File: src/rtl/branch_resolve_unit_pkg.sv
// Shared definitions for the branch resolve unit: comparator codes, branch
// condition encodings, FSM state constants and the condition evaluator.
package branch_resolve_unit_pkg;

  localparam logic [7:0] CMP_EQ = 8'h00;
  localparam logic [7:0] CMP_GT = 8'h01;
  localparam logic [7:0] CMP_LT = 8'hFF;

  localparam logic [2:0] COND_EQ     = 3'd0;
  localparam logic [2:0] COND_NE     = 3'd1;
  localparam logic [2:0] COND_GT     = 3'd2;
  localparam logic [2:0] COND_LT     = 3'd3;
  localparam logic [2:0] COND_GE     = 3'd4;
  localparam logic [2:0] COND_LE     = 3'd5;
  localparam logic [2:0] COND_ALWAYS = 3'd6;
  localparam logic [2:0] COND_NEVER  = 3'd7;

  typedef logic [1:0] state_t;
  localparam state_t ST_IDLE       = 2'd0;
  localparam state_t ST_WAIT_FLAGS = 2'd1;
  localparam state_t ST_RESOLVE    = 2'd2;

  function automatic logic cond_needs_flags(input logic [2:0] cond);
    return !((cond == COND_ALWAYS) || (cond == COND_NEVER));
  endfunction

  function automatic logic cond_eval(input logic [2:0] cond, input logic z,
                                     input logic g, input logic l);
    logic taken;
    taken = 1'b0;
    case (cond)
      COND_EQ:     taken = z;
      COND_NE:     taken = !z;
      COND_GT:     taken = g;
      COND_LT:     taken = l;
      COND_GE:     taken = g | z;
      COND_LE:     taken = l | z;
      COND_ALWAYS: taken = 1'b1;
      default:     taken = 1'b0;
    endcase
    return taken;
  endfunction

endpackage

File: src/rtl/branch_resolve_unit_flag_register.sv
// Decodes the comparator code into registered Z/G/L flags, tracks whether the
// flag register holds a legal result and pulses cmp_err on illegal codes.
module branch_resolve_unit_flag_register
  import branch_resolve_unit_pkg::*;
(
  input  logic       clk,
  input  logic       rst_n,
  input  logic       cmp_valid,
  input  logic [7:0] cmp_result,
  output logic       cmp_legal,
  output logic       flag_z,
  output logic       flag_g,
  output logic       flag_l,
  output logic       flags_valid,
  output logic       cmp_err
);

  logic code_legal;

  assign code_legal = (cmp_result == CMP_EQ) || (cmp_result == CMP_GT) ||
                      (cmp_result == CMP_LT);
  assign cmp_legal  = cmp_valid && code_legal;

  // Illegal codes match none of the three decodes, so they clear the flags.
  always_ff @(posedge clk or negedge rst_n) begin
    if (!rst_n) begin
      flag_z      <= 1'b0;
      flag_g      <= 1'b0;
      flag_l      <= 1'b0;
      flags_valid <= 1'b0;
      cmp_err     <= 1'b0;
    end else begin
      cmp_err <= cmp_valid && !code_legal;
      if (cmp_valid) begin
        flag_z      <= (cmp_result == CMP_EQ);
        flag_g      <= (cmp_result == CMP_GT);
        flag_l      <= (cmp_result == CMP_LT);
        flags_valid <= code_legal;
      end
    end
  end

endmodule

File: src/rtl/branch_resolve_unit.sv
// Resolves conditional branches against the comparator flags, waiting (with a
// bounded timeout) when a flag-dependent branch arrives before a valid compare.
module branch_resolve_unit
  import branch_resolve_unit_pkg::*;
#(
  parameter int WAIT_MAX = 15,
  parameter int ADDR_W   = 8
) (
  input  logic              clk,
  input  logic              rst_n,
  input  logic              cmp_valid,
  input  logic [7:0]        cmp_result,
  input  logic              br_req,
  input  logic [2:0]        br_cond,
  input  logic [ADDR_W-1:0] br_target,
  output logic              br_ack,
  output logic              pc_load,
  output logic [ADDR_W-1:0] pc_target,
  output logic              stall,
  output logic              flag_z,
  output logic              flag_g,
  output logic              flag_l,
  output logic              flags_valid,
  output logic              cmp_err,
  output logic              br_timeout
);

  localparam logic [7:0] WAIT_MAX_C = 8'(WAIT_MAX);

  state_t            state_q, state_d;
  logic [7:0]        cnt_q, cnt_d;
  logic              timeout_p1, timeout_d;
  logic [2:0]        cond_p1;
  logic [ADDR_W-1:0] target_p1;
  logic              capture;
  logic              cmp_legal;
  logic              taken;

  branch_resolve_unit_flag_register u_flag_register (
    .clk         (clk),
    .rst_n       (rst_n),
    .cmp_valid   (cmp_valid),
    .cmp_result  (cmp_result),
    .cmp_legal   (cmp_legal),
    .flag_z      (flag_z),
    .flag_g      (flag_g),
    .flag_l      (flag_l),
    .flags_valid (flags_valid),
    .cmp_err     (cmp_err)
  );

  // A legal compare arriving with the request is used directly, so no wait.
  always_comb begin
    state_d   = state_q;
    cnt_d     = cnt_q;
    timeout_d = timeout_p1;
    capture   = 1'b0;
    case (state_q)
      ST_IDLE: begin
        if (br_req) begin
          capture = 1'b1;
          if (cond_needs_flags(br_cond) && !flags_valid && !cmp_legal)
            state_d = ST_WAIT_FLAGS;
          else
            state_d = ST_RESOLVE;
        end
      end
      ST_WAIT_FLAGS: begin
        cnt_d = cnt_q + 8'd1;
        if (cmp_legal) begin
          state_d = ST_RESOLVE;
        end else if (cnt_d == WAIT_MAX_C) begin
          state_d   = ST_RESOLVE;
          timeout_d = 1'b1;
        end
      end
      ST_RESOLVE: begin
        state_d   = ST_IDLE;
        cnt_d     = 8'd0;
        timeout_d = 1'b0;
      end
      default: begin
        state_d   = ST_IDLE;
        cnt_d     = 8'd0;
        timeout_d = 1'b0;
      end
    endcase
  end

  always_ff @(posedge clk or negedge rst_n) begin
    if (!rst_n) begin
      state_q    <= ST_IDLE;
      cnt_q      <= 8'd0;
      timeout_p1 <= 1'b0;
      cond_p1    <= COND_NEVER;
      target_p1  <= '0;
    end else begin
      state_q    <= state_d;
      cnt_q      <= cnt_d;
      timeout_p1 <= timeout_d;
      if (capture) begin
        cond_p1   <= br_cond;
        target_p1 <= br_target;
      end
    end
  end

  // Resolve stage: evaluated against the flag register as it stands this cycle.
  assign taken      = cond_eval(cond_p1, flag_z, flag_g, flag_l);
  assign br_ack     = (state_q == ST_RESOLVE);
  assign pc_load    = br_ack && taken && !timeout_p1;
  assign br_timeout = br_ack && timeout_p1;
  assign stall      = (state_q == ST_WAIT_FLAGS);
  assign pc_target  = target_p1;

endmodule

File: config.mk
export PLATFORM = sky130hd
export DESIGN_NAME = branch_resolve_unit
export DESIGN_NICKNAME = d
export VERILOG_FILES = /design/src/rtl/branch_resolve_unit_pkg.sv /design/src/rtl/branch_resolve_unit_flag_register.sv /design/src/rtl/branch_resolve_unit.sv
export SDC_FILE = /design/constraint.sdc
export NUM_CORES = 1
export LEC_CHECK = 0
export BUFFER_PORTS_ARGS = -buffer_cell sky130_fd_sc_hd__buf_2
export CORE_MARGIN = 4
export CORE_UTILIZATION = 40
export DETAILED_ROUTE_END_ITERATION = 10
export GPL_TIMING_DRIVEN = 0
export SLEW_MARGIN = 20
export SYNTH_ARGS = -nofsm -noshare
export SYNTH_HDL_FRONTEND = slang
export SYNTH_SLANG_ARGS = --single-unit
File: constraint.sdc
create_clock -name clk -period 2 [get_ports clk]
set_clock_uncertainty 0.1 [all_clocks]
set_input_delay 0.3 -clock clk [delete_from_list [all_inputs] [get_ports clk]]
set_output_delay 0.3 -clock clk [all_outputs]
set_load 0.01 [all_outputs]
==> out/metrics.yaml, run 1 <==
status:
  outcome: "finished, violations left"
  failed_checks: "negative setup slack"
sta:
  setup_ws_ns: -0.0460
  tns_ns: -0.0460
  max_slew.worst_pin.slew_ns: 0.602
  timing.hold.ws_ns: 0.0943
  setup_viol: 1
  min_period_ns: 2.05
  finalCritPeriodShare: 1.02
  slew_headroom: 0.599
  max_freq_mhz: 489
  drv_slew: 0
  rsz0062_at_grt: "yes"
  hold_violations: 0
floorplanning:
  start_util: 0.423
  die_area_um2: 4260
  core-area_um2: 3100
  rows: 20
  io_pins: 40
  die_h_um: 65.3
  die_w_um: 65.3
final_layout:
  final_util: 0.526
  insertedDiodeCount: 0
  nets: 191
  finalNonFillerCells: 209
  drive_gt1_frac: 0.424
  final_cell_mix: "buf_2, dfrtp_1, nor2_1, mux2_2, inv_1"
  final_common_cell: "buf_2"
  fin_area_um2: 1630
  area_delta_synth_final_pct: 24.3
  fillers: 294
clocking:
  cts.sinks: 27
  numCtsBuffers: 3
  cts_tree: "built"
  h-tree-depth: 1
  path_clk_slew_ns: 0.15
  root_buffer: "clkbuf_4"
  clockBufferDepth: 2
  clock_latency_ns: 0.32
logic_synthesis:
  yosysSeqAreaShare: 0.518
  netlist_instances: 120
  synth_nets: 145
  synth-async-reset-ratio: 1.00
  netlist_area_um2: 1310
  avgSynthCellArea_um2: 10.9
  yosys_register_bits: 27
  synth_edf_count: 0
  yosys_warnings: 0
  synthDistinctLibCells: 36
  synth_ff_type: "dfrtp_1"
detailed_routing:
  vias_per_cell: 5.10
  wl_per_cell_um: 13.3
  ant_nets: 0
  drt_iter0_drc: 53
  drt_wl_total_um: 2780
  first_pass_iters: 4
  drc: 0
  via_count: 1065
worst_setup_path:
  cp.required_ns: 1.60
  path_class: "reg -> out"
  crit_fanout: 5
  start_kind: "register"
  end_kind: "primary output"
  crit_arrival_ns: 1.65
worst_hold_path:
  min_path_type: "in -> reg"
placement:
  globalplace.congestion: 0.787
  port_buffers: 39
  dpl-instance-area_um2: 1560
  dp.cells: 203
  dp_hpwl_um: 2130
power_and_ir_drop:
  vdd_drop_max_mv: 0.608
  power_density_nw_per_um2: 1170
  p_leak_nw: 0.757
global_route:
  grt_antenna_before_repair: 0
  grt_max_degree: 28
  grt_pass1_wl_um: 4580
  grtUsageTotal: 0.136
  grt_pass1_vias: 1098
  overflow: 0
flow_run:
  drv_cap: 0
final cells by class:
type / count / area, um2 / share of cell area
clock buffers: 3 / 22.5 / 0.0138
inverters: 6 / 22.5 / 0.0138
flip-flops and latches: 27 / 679 / 0.416
repair buffers: 41 / 216 / 0.133
clock inverters: 1 / 7.51 / 0.00460
well taps: 44 / 55.1 / 0.0337
multi-input cells: 84 / 614 / 0.377
plain buffers: 3 / 13.8 / 0.00844
synth_stat cells (3+ instances only):
cell / instances / area, um2
xor2_1: 5 / 43.8
nor2_1: 14 / 52.6
dfstp_2: 3 / 78.8
inv_1: 6 / 22.5
nor3b_1: 3 / 22.5
nand4_1: 4 / 25.0
nor2b_1: 3 / 18.8
o21ai_0: 5 / 25.0
nand2_1: 5 / 18.8
mux2_2: 11 / 124
a21oi_1: 4 / 20.0
dfrtp_1: 24 / 601
sequential cells by signal, indices dropped and copies added (netlist names):
name,flops
cnt_q,8
pc_target,8
cond_p1,3
state_q,2
timeout_p1,1
u_flag_register.cmp_err,1
u_flag_register.flag_g,1
u_flag_register.flag_l,1
u_flag_register.flag_z,1
u_flag_register.flags_valid,1
final timing paths:
check | startpoint | endpoint | slack [ns] | cells after the start
max | cond_p1[1]$_DFFE_PN1P_ | pc_load | -0.05 | 5
min | br_cond[0] | cond_p1[0]$_DFFE_PN1P_ | 0.09 | 2
max reg2reg | state_q[1]$_DFFE_PN0P_ | pc_target[4]$_DFFE_PN0P_ | 0.16 | 3
min reg2reg | pc_target[0]$_DFFE_PN0P_ | pc_target[0]$_DFFE_PN0P_ | 0.42 | 1
max in group asynchronous | rst_n | pc_target[0]$_DFFE_PN0P_ | 1.01 | 2
min in group asynchronous | rst_n | cnt_q[1]$_DFFE_PN0N_ | 0.40 | 2
report_power, final:
part	switching (mW)	internal [mW]	total [mW]
Clock	0.166	0.0764	0.242
Combinational	0.380	0.386	0.767
Sequential	0.148	0.746	0.895
critical path: stages, from the launching register on:
cell,delay [ns]
dfstp_2,0.62
nor2b_2,0.07
a21oi_1,0.18
a31oi_1,0.13
nor3b_2,0.18
buf_2,0.15
per-stage QoR:
| step | worst slack (ns) | power (mW) |
|---|---|---|
| after floorplan | 0.414 | 1.37 |
| after global placement | 0.220 | 1.59 |
| after detailed placement | 0.168 | 1.63 |
| after CTS | -0.0704 | 1.89 |
| after global routing | -0.164 | 2.05 |
| final | -0.0460 | 1.90 |
routing by layer:
metal  global-route usage  up-vias  part of all wire
li1                     -      508                 -
met1                0.154      537              0.40
met2                0.258       16              0.57
met3               0.0222        4             0.022
met4               0.0389        0            0.0097
met5                    0        -                 0
cell families after synthesis:
family,after synthesis,synth area share
DFF,27,0.518
buffers and inverters,9,0.0276
AOI/OAI and AO/OA,16,0.0744
and+or+nand+nor,47,0.212
adders and majority gates,2,0.0191
xor gates and xnor gates,6,0.0400
muxes,13,0.110
what timing repair did:
action,4_1_cts,5_1_grt
hold buffers,1,0
hold endpoints to repair,24,0
resized for setup,0,5
pin swaps,1,1
endpoints found under the setup margin,1,1
setup buffers,1,0
No activity file was read; power rests on OpenSTA's default activity.
==> run 2: changes to the inputs <==
HOLD_SLACK_MARGIN = 0.1   (was not set)
clock period = 2.6 ns   (was 2 ns; I/O delays follow)
==> out/metrics.yaml, run 2 (same netlist as run 1, synthesis figures left out) <==
worst_setup_path:
  crit_path_max_incr_delay_ns: 0.60  # -0.02 ns
  end_kind: "primary output"
  crit_arrival_ns: 1.68  # +0.03 ns
  worstSetupPathDepth: 6  # +1
  reg2regPathDepth: 3  # unchanged
  start_kind: "register"
  path_class: "reg -> out"
  crit_fanout: 6  # +1
  crit_chain: "nor2b_1 > a211oi_1 > nor3_1 > a31oi_1 > nor3b_1 > buf_2"
  cp_num_buf_inv: 1  # unchanged
  cp.required_ns: 2.11  # +0.51 ns
  crit_slowest_cell: "dfstp_2"
  critical_path.top_delay_family: "flip-flops"
clocking:
  cts_resized: 0  # unchanged
  numCtsBuffers: 3  # unchanged
  clock_latency_ns: 0.32  # about the same
  path_clk_slew_ns: 0.15  # about the same
  cts_tree: "built"
  h-tree-depth: 1  # unchanged
  root_buffer: "clkbuf_4"
  cts.sinks: 27  # unchanged
  clockBufferDepth: 2  # unchanged
worst_hold_path:
  min_path_type: "in -> reg"
  min_delay_path_depth: 2  # unchanged
detailed_routing:
  ant_nets: 0  # unchanged
  first_pass_iters: 4  # unchanged
  vias_per_cell: 5.03  # -1.2%
  drc: 0  # unchanged
  drt_wl_total_um: 2720  # -2.3%
  wl_per_cell_um: 13.1  # -1.8%
  drt_iter0_drc: 49  # -7.5%
  via_count: 1047  # -1.7%
sta:
  rsz0062_at_grt: "no"
  slew_headroom: 0.598  # -0.000599
  drv_slew: 0  # unchanged
  setup_ws_ns: 0.425  # +0.471 ns
  max_freq_mhz: 460
  tns_ns: 0  # +0.0460 ns
  min_period_ns: 2.17
  setup_viol: 0  # -1
  finalCritPeriodShare: 0.836
  max_slew.worst_pin.slew_ns: 0.603  # +0.000898 ns
  hold_violations: 0  # unchanged
final_layout:
  area_delta_synth_final_pct: 22.1
  multiInputGateArea_um2: 597  # -2.9%
  fillers: 297  # +1.0%
  nets: 190  # -0.52%
  final_util: 0.517  # -0.00927
  regArea_um2: 679  # unchanged
  final_cell_mix: "buf_2, dfrtp_1, nor2_1, mux2_2, inv_1"
  finalNonFillerCells: 208  # -0.48%
  insertedDiodeCount: 0  # unchanged
  drive_gt1_frac: 0.396  # -0.0279
  final_common_cell: "buf_2"
  fin_area_um2: 1600  # -1.8%
flow_run:
  drv_cap: 0  # unchanged
global_route:
  grt_pass1_wl_um: 4570  # -0.31%
  grtUsageTotal: 0.135  # -0.000363
  grt_max_degree: 28  # unchanged
  grt_pass1_vias: 1089  # -0.82%
  overflow: 0  # unchanged
  grt_antenna_before_repair: 0  # unchanged
placement:
  pre_cts_slack_ns: 0.683  # +0.515 ns
  dp_hpwl_um: 2130  # unchanged
  dp.cells: 203  # unchanged
  globalplace.congestion: 0.787  # unchanged
  port_buffers: 39  # unchanged
  dpl-instance-area_um2: 1560  # unchanged
floorplanning:
  rows: 20  # unchanged
  io_pins: 40  # unchanged
  start_util: 0.423  # unchanged
  die_h_um: 65.3  # unchanged
  core-area_um2: 3100  # unchanged
  die_w_um: 65.3  # unchanged
  die_area_um2: 4260  # unchanged
power_and_ir_drop:
  p_comb_frac: 0.391  # -0.012
  power_density_nw_per_um2: 889  # -24%
  power_frac_clock: 0.131  # +0.004
  p_leak_nw: 0.748  # -1.1%
  intPower_uw: 908  # -25%
  p_sw_frac: 0.363  # -0.00207
  switchingPower_uw: 517  # -26%
  vdd_drop_max_mv: 0.467  # -23%
  seqPwrFrac: 0.478  # +0.008
status:
  outcome: "finished, final reports clean"
==> run 2: cell count changes in the layout (fill, tap and decap cells not counted), sizes merged <==
cell	previous run	this run
buf	42	41
==> run 2: final cells by class <==
type / count / share of cell area
Sequential cell: 27 / 0.424
Multi-Input combinational cell: 84 / 0.372
Timing Repair Buffer: 40 / 0.128
Tap cell: 44 / 0.0343
Clock buffer: 3 / 0.0141
Inverter: 6 / 0.0141
Buffer: 3 / 0.00859
Clock inverter: 1 / 0.00468
==> run 2: power groups by stage <==
| stage | logic (mW) | registers, mW | clock network (mW) |
|---|---|---|---|
| after floorplan | 0.350 | 0.703 | 0 |
| after global placement | 0.544 | 0.683 | 0 |
| after detailed placement | 0.564 | 0.692 | 0 |
| after CTS | 0.568 | 0.681 | 0.196 |
| after global routing | 0.621 | 0.703 | 0.214 |
| final | 0.557 | 0.681 | 0.187 |
==> run 2: stage by stage <==
stage / hold slack (ns) / total power [mW]
final: 0.185 / 1.42
after global routing: 0.157 / 1.54
after CTS: 0.171 / 1.44
after detailed placement: 0.339 / 1.26
after global placement: 0.332 / 1.23
after floorplan: -0.00559 / 1.05
==> run 2: final timing paths <==
check	slack, ns	end	start
worst min register to register	0.42	pc_target[0]$_DFFE_PN0P_	pc_target[0]$_DFFE_PN0P_
max in group asynchronous	1.52	pc_target[0]$_DFFE_PN0P_	rst_n
min in group asynchronous	0.49	cnt_q[1]$_DFFE_PN0N_	rst_n
worst max-delay path	0.43	pc_load	cond_p1[1]$_DFFE_PN1P_
worst min-delay path	0.19	pc_target[3]$_DFFE_PN0P_	br_target[3]
worst max register to register	0.76	pc_target[4]$_DFFE_PN0P_	state_q[1]$_DFFE_PN0P_
==> run 2: per-layer routing <==
metal,vias to the layer above,wire (um),track usage
li1,507,-,-
met1,524,1120,0.154
met2,12,1510,0.257
met3,4,55,0.0222
met4,0,27,0.0389
met5,-,0,0
==> run 2: timing repair <==
action                                 in CTS  in global routing
hold buffers                                1                  0
endpoints found under the hold margin      24                  0
buffers inserted                            0                  0
==> run 2: worst reg2reg max path, stage by stage, from the launching register on <==
cell     delay (ns)
dfrtp_1        0.44
nor3b_1        0.51
buf_2          0.34
mux2_2         0.36
==> run 3: changes to the inputs <==
ABC_AREA = 1   (was not set)
PLACE_DENSITY = 0.67   (was not set)
clock period = 1.8 ns   (was 2.6 ns; I/O delays follow)
==> out/metrics.yaml, run 3 <==
global_route:
  grt_max_degree: 28  # unchanged
  use_met1: 0.190  # +0.0362
  use_met2: 0.255  # -0.00137
  grt_antenna_before_repair: 0  # unchanged
  grtUsageTotal: 0.148  # +0.0131
  grt_pass1_vias: 1236  # +13%
  top_usage_layer: "met2"
  grt.met3_usage: 0.0340  # +0.0118
  overflow: 0  # unchanged
  grt_pass1_wl_um: 5180  # +13%
logic_synthesis:
  netlist_instances: 156  # +30%
  avgSynthCellArea_um2: 8.75  # -20%
  synthTopCellsByArea: "dfrtp_1, nand2_1, mux2_2"
  yosys_register_bits: 27  # unchanged
  synth_edf_count: 0  # unchanged
  synth-async-reset-ratio: 1.00  # unchanged
  ys_top_cells_by_count: "nand2_1, dfrtp_1, inv_1"
  synth_top_area_frac: 0.440  # -0.0176
  synth_nets: 181  # +25%
  yosysMostFrequentCell: "nand2_1"
  yosys_warnings: 0  # unchanged
  netlist_area_um2: 1370  # +4.0%
  yosysTopAreaCell: "dfrtp_1"
  yosysSeqAreaShare: 0.498  # -0.0199
  synthDistinctLibCells: 26  # -28%
  synth_ff_type: "dfrtp_1"
final_layout:
  final_cell_mix: "buf_2, nand2_1, dfrtp_1, inv_1, nor2_1"
  fin_area_um2: 1810  # +13%
  insertedDiodeCount: 0  # unchanged
  drive_gt1_frac: 0.316  # -0.0801
  finalNonFillerCells: 259  # +25%
  final_common_cell: "buf_2"
  final_util: 0.573  # +0.0565
  nets: 241  # +27%
  area_delta_synth_final_pct: 32.4
worst_setup_path:
  r2r_setup_slack_ns: 0.17  # -0.59 ns
  path_class: "reg -> out"
  cp.required_ns: 1.43  # -0.68 ns
  end_kind: "primary output"
  start_kind: "register"
  rr_startpoint: "cnt_q[0]$_DFFE_PN0N_"
  r2r_end: "timeout_p1$_DFFE_PN0P_"
  crit_end: "pc_load"
  crit_fanout: 3  # -3
  reg2regPathDepth: 11  # +8
  startpoint: "cond_p1[1]$_DFFE_PN1P_"
  crit_arrival_ns: 1.51  # -0.17 ns
sta:
  drv_slew: 0  # unchanged
  finalCritPeriodShare: 1.04
  rsz0062_at_grt: "yes"
  setup_viol: 1  # +1
  min_period_ns: 1.88
  max_slew.worst_pin.slew_ns: 0.597  # -0.00562 ns
  slew_headroom: 0.602  # +0.00375
  setup_ws_ns: -0.0804  # -0.506 ns
  timing.hold.ws_ns: 0.118  # -0.0667 ns
  max_freq_mhz: 532
  hold_violations: 0  # unchanged
power_and_ir_drop:
  power_density_nw_per_um2: 1190  # +34%
  p_leak_nw: 0.913  # +22%
  power_frac_clock: 0.121  # -0.010
  intPower_mw: 1.32  # +46%
  seqPwrFrac: 0.450  # -0.028
  vdd_drop_max_mv: 0.628  # +34%
  switchingPower_uw: 826  # +60%
  p_sw_frac: 0.385  # +0.0218
  p_comb_frac: 0.429  # +0.038
clocking:
  clock_latency_ns: 0.32  # about the same
  cts_tree: "built"
  path_clk_slew_ns: 0.14  # about the same
  root_buffer: "clkbuf_4"
  h-tree-depth: 1  # unchanged
  numCtsBuffers: 3  # unchanged
  clockBufferDepth: 2  # unchanged
  cts.sinks: 27  # unchanged
detailed_routing:
  wl_per_cell_um: 11.9  # -9.0%
  via_count: 1256  # +20%
  ant_nets: 0  # unchanged
  vias_per_cell: 4.85  # -3.7%
  drt_iter0_drc: 26  # -47%
  first_pass_iters: 4  # unchanged
  drc: 0  # unchanged
  drt_wl_total_um: 3080  # +13%
placement:
  dpl-instance-area_um2: 1620  # +3.4%
  pre_cts_slack_ns: 0.119  # -0.563 ns
  dp.cells: 239  # +18%
  dp_hpwl_um: 2330  # +9.4%
  globalplace.congestion: 0.794  # +0.93%
  port_buffers: 39  # unchanged
floorplanning:
  io_pins: 40  # unchanged
  die_area_um2: 4410  # +3.5%
  die_w_um: 66.4  # +1.7%
  core-area_um2: 3150  # +1.6%
  rows: 20  # unchanged
  start_util: 0.433  # +0.00995
  die_h_um: 66.4  # +1.7%
worst_hold_path:
  min_delay_path_depth: 3  # +1
  min_path_type: "in -> reg"
status:
  outcome: "finished, violations left"
  failed_checks: "negative setup slack"
flow_run:
  drv_cap: 0  # unchanged
## run 3: changes by cell type after synthesis, sizes merged, moves of 4 or more
cell	before	now
nor2b	4	0
nand2	5	35
o21ai	5	9
nor2	16	21
xor2	5	0
inv	6	20
nand3	2	9
## run 3: area by class of cell
cell class              instances  area (um2)
fillers                       323        1350
flip-flops and latches         27         681
multi-input cells             108         611
repair buffers                 55         348
inverters                      20        75.1
well taps                      44        55.1
clock buffers                   4        26.3
plain buffers                   1        11.3
## run 3: how the worst min path moves through the flow
stage          slack (ns)          start                                  to
2_1_floorplan       -0.13          rst_n                cnt_q[0]$_DFFE_PN0N_
3_3_place_gp         0.21          rst_n            pc_target[1]$_DFFE_PN0P_
3_5_place_dp         0.21          rst_n            pc_target[2]$_DFFE_PN0P_
4_1_cts              0.10     br_cond[2]              cond_p1[2]$_DFFE_PN1P_
5_1_grt              0.13  cmp_result[0]  u_flag_register.flag_g$_DFFE_PN0P_
6_report             0.12  cmp_result[0]  u_flag_register.flag_g$_DFFE_PN0P_
## run 3: routing by layer
| metal | vias up | wire, um |
|---|---|---|
| met3 | 4 | 172 |
| met5 | - | 0 |
| met1 | 586 | 1360 |
| li1 | 631 | - |
| met2 | 35 | 1520 |
| met4 | 0 | 25 |
## run 3: per-stage QoR
stage               power [mW]  setup TNS (ns)
floorplan                 1.52               0
global placement          1.78               0
detailed placement        1.83               0
CTS                       2.11         -0.0959
global route              2.33          -0.137
finish                    2.15         -0.0804
## run 3: cells by family (layout without fill, tap and decap cells)
group,after synthesis,after routing,synth area share
DFF,27,27,0.498
muxes,9,9,0.0742
buffers and inverters,21,80,0.0632
and+or+nand+nor,74,74,0.239
xor gates and xnor gates,1,1,0.00642
AOI/OAI and AO/OA,22,22,0.101
adders and majority gates,2,2,0.0183
## run 3: critical path, cell delays in order, from the launching register on
cell	delay, ns
dfstp_2	0.58
nor2_2	0.05
inv_2	0.06
o21ai_2	0.05
a31oi_1	0.14
and3_1	0.18
buf_2	0.13
## run 3: timing repair
action                                  4_1_cts  5_1_grt
hold endpoints to repair                     35        1
endpoints found under the setup margin        1        3
buffers inserted                              0        3
hold buffers                                 12        1
pin swaps                                     2        0
resized for setup                             2        5
## run 3: power groups by stage
stage	clock, mW	sequential (mW)	combinational, mW
after global placement	0	0.962	0.815
after floorplan	0	0.996	0.523
after detailed placement	0	0.973	0.853
final	0.259	0.966	0.922
after CTS	0.266	0.966	0.875
after global routing	0.291	0.995	1.04
